--- config.mk ---
export PLATFORM = sky130hd
export DESIGN_NAME = xadc_temp_sampler
export DESIGN_NICKNAME = d
export VERILOG_FILES = /design/src/rtl/xadc_temp_sampler.sv
export SDC_FILE = /design/constraint.sdc
export NUM_CORES = 1
export LEC_CHECK = 0
export CAP_MARGIN = 10
export CORE_MARGIN = 2
export CORE_UTILIZATION = 43
export CTS_CLUSTER_DIAMETER = 200
export DETAILED_ROUTE_END_ITERATION = 12
export PLACE_DENSITY = 0.63
export SLEW_MARGIN = 15
export SYNTH_ARGS = -nofsm -noshare
export SYNTH_HDL_FRONTEND = slang
export SYNTH_SLANG_ARGS = --single-unit
--- constraint.sdc ---
create_clock -name clk -period 7.1 [get_ports clk]
set_input_delay 1.065 -clock clk [delete_from_list [all_inputs] [get_ports clk]]
set_output_delay 1.065 -clock clk [all_outputs]
set_load 0.03 [all_outputs]
--- src/rtl/xadc_temp_sampler.sv ---
// Periodic XADC temperature reader: polls the DRP status register, averages
// 2**AVG_LOG2 codes and converts the mean to signed hundredths of a degree C.
module xadc_temp_sampler #(
  parameter int SAMPLE_DIV = 1_000_000,
  parameter int AVG_LOG2   = 2,
  parameter int TIMEOUT    = 255
) (
  input  logic               clk,
  input  logic               rst_n,
  output logic [6:0]         daddr,
  output logic               den,
  output logic               dwe,
  output logic [15:0]        di,
  input  logic [15:0]        do_drp,
  input  logic               drdy,
  output logic signed [31:0] temp_x100,
  output logic               temp_valid,
  output logic               drp_err
);

  localparam int TICK_W = (SAMPLE_DIV > 1) ? $clog2(SAMPLE_DIV) : 1;
  localparam int WAIT_W = $clog2(TIMEOUT + 1) + 1;
  localparam int ACC_W  = AVG_LOG2 + 12;
  localparam int CNT_W  = AVG_LOG2 + 1;
  localparam int NSAMP  = 1 << AVG_LOG2;

  typedef enum logic [2:0] {
    IDLE,
    REQ,
    WAIT,
    ACC,
    CONV
  } state_t;

  state_t              state_q, state_d;
  logic [TICK_W-1:0]   tickCnt_q;
  logic                tick;
  logic [WAIT_W-1:0]   waitCnt_q, waitCnt_d;
  logic [ACC_W-1:0]    acc_q, acc_d;
  logic [CNT_W-1:0]    sampCnt_q, sampCnt_d;
  logic signed [31:0]  temp_q, temp_d;
  logic                err_q, err_d;
  logic [11:0]         avg;
  logic [27:0]         product;
  logic [15:0]         scaled;
  logic signed [31:0]  convTemp;
  logic                unusedLsbs;

  assign daddr      = 7'h00;
  assign dwe        = 1'b0;
  assign di         = 16'h0000;
  assign temp_x100  = temp_q;
  assign drp_err    = err_q;
  assign unusedLsbs = ^do_drp[3:0];

  // Free-running sample-rate divider; ticks arriving outside IDLE are simply lost.
  assign tick = (tickCnt_q == TICK_W'(SAMPLE_DIV - 1));

  always_ff @(posedge clk) begin
    if (!rst_n) begin
      tickCnt_q <= '0;
    end else if (tick) begin
      tickCnt_q <= '0;
    end else begin
      tickCnt_q <= tickCnt_q + TICK_W'(1);
    end
  end

  // Fixed-point Kelvin-to-Celsius: code * 503.975 / 4096 - 273.15, scaled by 100.
  assign avg      = 12'(acc_q >> AVG_LOG2);
  assign product  = 28'(avg) * 28'd50398;
  assign scaled   = 16'(product >> 12);
  assign convTemp = signed'(32'(scaled)) - 32'sd27315;

  always_comb begin
    state_d    = state_q;
    waitCnt_d  = waitCnt_q;
    acc_d      = acc_q;
    sampCnt_d  = sampCnt_q;
    temp_d     = temp_q;
    err_d      = err_q;
    den        = 1'b0;
    temp_valid = 1'b0;
    case (state_q)
      IDLE: begin
        if (tick) state_d = REQ;
      end
      REQ: begin
        den       = 1'b1;
        waitCnt_d = '0;
        state_d   = WAIT;
      end
      WAIT: begin
        if (drdy) begin
          acc_d     = acc_q + ACC_W'(do_drp[15:4]);
          sampCnt_d = sampCnt_q + CNT_W'(1);
          state_d   = ACC;
        end else if (waitCnt_q == WAIT_W'(TIMEOUT)) begin
          err_d   = 1'b1;
          state_d = IDLE;
        end else begin
          waitCnt_d = waitCnt_q + WAIT_W'(1);
        end
      end
      ACC: begin
        // Result is loaded on entry to CONV so it is already stable while temp_valid is high.
        if (sampCnt_q == CNT_W'(NSAMP)) begin
          temp_d  = convTemp;
          state_d = CONV;
        end else begin
          state_d = IDLE;
        end
      end
      CONV: begin
        temp_valid = 1'b1;
        acc_d      = '0;
        sampCnt_d  = '0;
        state_d    = IDLE;
      end
      default: state_d = IDLE;
    endcase
  end

  always_ff @(posedge clk) begin
    if (!rst_n) begin
      state_q   <= IDLE;
      waitCnt_q <= '0;
      acc_q     <= '0;
      sampCnt_q <= '0;
      temp_q    <= '0;
      err_q     <= 1'b0;
    end else begin
      state_q   <= state_d;
      waitCnt_q <= waitCnt_d;
      acc_q     <= acc_d;
      sampCnt_q <= sampCnt_d;
      temp_q    <= temp_d;
      err_q     <= err_d;
    end
  end

endmodule

==> impl_results.md, run 1 <==
- Status: completed
- Synth cell types: 81
- Fill cells: 1706
- Total grt overflow: 0
- EDFF count, synth: 0
- # Post-CTS Setup Buffers: 0
- Row Count: 48
- Sink Count: 67
- Fin crit share: 0.876
- Die area: 18900 um2
- Routability congestion estimate: 0.839
- Fraction of registers with async set/reset: 0
- Ys flop type: dfxtp_1
- Measured slew at the worst slew-check pin: around 640 ps
- H-tree depth: 3
- WS Path Type: reg -> reg
- Design area: 8450 um2
- Gr usage total: 0.184
- Max cap viols: 0
- Wire per inst: 13.7 um
- Minimum clock period: 6220 ps
- Max Clock Skew: ~14 ps
- Antenna violations before repair: 0
- ANT nets after route: 0
- Slew headroom: 0.573
- Worst Path Required: 7350 ps
- IO Port Bufs: 49
- Placed Instances: between 1000 and 1500
- Worst Path Arrival: 6470 ps
- Seq/Total Area, Yosys: 0.175
- Initial DRC count: 291
- Vias in the first global route: around 5800
- DRT Wirelength: 15800 um
- Layout Cells excl Fill: 1155
- Largest area contributor in the netlist: dfxtp_1
- P_leak: 3.96 nW
- GR met2 Demand/Resource: 0.299
- Final #Nets: 1104
- Post-route DRC: 0
- Worst Setup End Kind: flip-flop
- Hold crit path type: reg -> reg
- CTS tree: yes
- GRT met1 Usage: 0.257
- Total negative slack: 0 ps
- Vias/cell: just over 5
- CTS root buf: clkbuf_16
- Synth Area per Inst: 8.52 um2
- DIE WIDTH: between 100 and 150 um
- Post-cts gate resize count: 0
- Clk pin slew, worst setup/hold paths: 60 ps
- Area after DPL: roughly 8200 um2
- Layout cells sized above 1: 0.0559
- Most frequent cells in the layout: inv_1 (147), ha_1 (104), dfxtp_1 (67)
- Pre-antenna DRT Iters: 4
- Initial core utilization: 0.442
- DR vias: ~6000
- Syn Inst Count: approximately 900
- I/O pin count: around 80
- Cell Area, Synth: 7670 um2
- Flops & latches, synth: 67
- Core Footprint: between 15000 and 20000 um2
- Pwr Density: 105 nW/um2
- Global-route wire length before repair: 27700 um
- GRT busiest layer: met2
- Global-route met3 utilization: 0.0305
- Slew Limit Fails: 0
- Share of the synthesized area in the top cell type: 0.175
- CTS Buf Count: 9
- Hold buffers post-CTS: 0
- Max frequency: around 160 MHz
- Antenna diode count: 0
- Area Overhead vs Synth: 10.2%
- Largest net degree at the start of global routing: 29
- Critical path startpoint category: flip-flop
- # setup viols final: 0
- Post-DP HPWL: 12700 um
- Max VDD drop: 0.106 mV
- Clock Path Buffers: 2
- Clk_lat worst skew: approximately 340 ps
- Crit-path max FO: 9
- Commonest non-fill, non-tap cell in the layout: inv_1
- Die H: 138 um
- Synthesis warning total: 0
- Final hold violation count: 0
- Unrepaired setup endpoints after global routing: no
- Top post-synthesis cells by area: dfxtp_1 (17%), ha_1 (17%), fa_1 (14%), inv_1 (7.2%), buf_4 (3.8%)
cell type report:
| class | instances | area (um2) | area share |
|---|---|---|---|
| clock buffer | 11 | 253 | 0.0299 |
| timing repair buffer | 51 | 505 | 0.0598 |
| clock inverter | 4 | 50.0 | 0.00592 |
| tap | 225 | 282 | 0.0333 |
| inverter | 147 | 552 | 0.0653 |
| sequential | 67 | 1340 | 0.159 |
| multi-input combinational | 650 | 5470 | 0.647 |
critical path: stages (launching register included):
cell and delay (ps):
dfxtp_1 440, fa_1 630, inv_1 70, fa_1 500
inv_1 60, fa_1 530, fa_1 570, inv_1 60
fa_1 540, inv_1 40, ha_1 400, nand4_1 140
a21oi_2 350, a21oi_2 140, xnor2_1 200, ha_1 240
nor3_2 380, o21ai_4 140, a311oi_2 380, nor3_1 90
o31ai_1 230
where the power goes:
part / leakage, nW / total, mW / switching [mW] / internal, mW
logic: 3.28 / 0.0450 / 0.0318 / 0.0132
clock network: 0.144 / 0.460 / 0.172 / 0.288
registers: 0.540 / 0.379 / 0.00123 / 0.378
total: 3.96 / 0.884 / 0.205 / 0.679
flip-flops by register name (all words and copies together) (netlist names):
register   flops
temp_x100     17
drp_err        1
state_q        3
tickCnt_q     20
acc_q         14
waitCnt_q      9
sampCnt_q      3
kinds of logic after synthesis:
| group | count (synthesis) | share of synthesized area |
|---|---|---|
| compound gates | 165 | 0.161 |
| fa+ha+maj | 159 | 0.313 |
| other cells | 1 | 0.000489 |
| flops | 67 | 0.175 |
| xor+xnor | 42 | 0.0479 |
| simple gates | 258 | 0.177 |
| buf+inv | 207 | 0.123 |
| mux | 2 | 0.00261 |
path summary, 6_finish.rpt:
check / start / endpoint / slack, ps / cells after the start
worst min register to register: temp_x100[9] / temp_x100[9] / 450 / 2
worst max register to register: acc_q[11] / temp_x100[30] / 880 / 20
worst min-delay path: temp_x100[9] / temp_x100[9] / 450 / 2
worst max-delay path: acc_q[11] / temp_x100[30] / 880 / 20
cells in the mapped netlist, drive strengths merged, types with 5 or more instances:
| master | number |
|---|---|
| a2111oi | 5 |
| a211oi | 10 |
| a21boi | 5 |
| a21o | 16 |
| a21oi | 41 |
| a311oi | 6 |
| and2 | 14 |
| and3 | 12 |
| buf | 43 |
| clkbuf | 17 |
| dfxtp | 67 |
| fa | 55 |
| ha | 104 |
| inv | 147 |
| nand2 | 54 |
| nand2b | 7 |
| nand3 | 38 |
| nand4 | 11 |
| nor2 | 54 |
| nor2b | 5 |
| nor3 | 19 |
| nor4 | 5 |
| o211ai | 5 |
| o21a | 7 |
| o21ai | 40 |
| or3 | 16 |
| xnor2 | 18 |
| xor2 | 24 |
layer usage:
layer  up-vias  share of wire
met2        92           0.45
met5         -              0
met3        15          0.037
met4         0          0.011
li1       3044              -
met1      2756           0.50
stage by stage:
step	utilization	hold slack, ps	setup slack, ps	power (mW)
2_1_floorplan	-	418	1450	0.428
4_1_cts	0.487	451	868	0.896
3_3_place_gp	0.470	430	930	0.432
5_1_grt	0.487	469	459	0.917
3_5_place_dp	0.470	439	897	0.432
6_report	0.487	449	880	0.884
No activity file was read; power rests on OpenSTA's default activity.
==> run 2, diff against run 1 <==
- SETUP_SLACK_MARGIN: unset -> 0.5
- SKIP_LAST_GASP: unset -> 1
==> results of run 2 <==
The final DEF is identical to that of run 1. Status: completed.
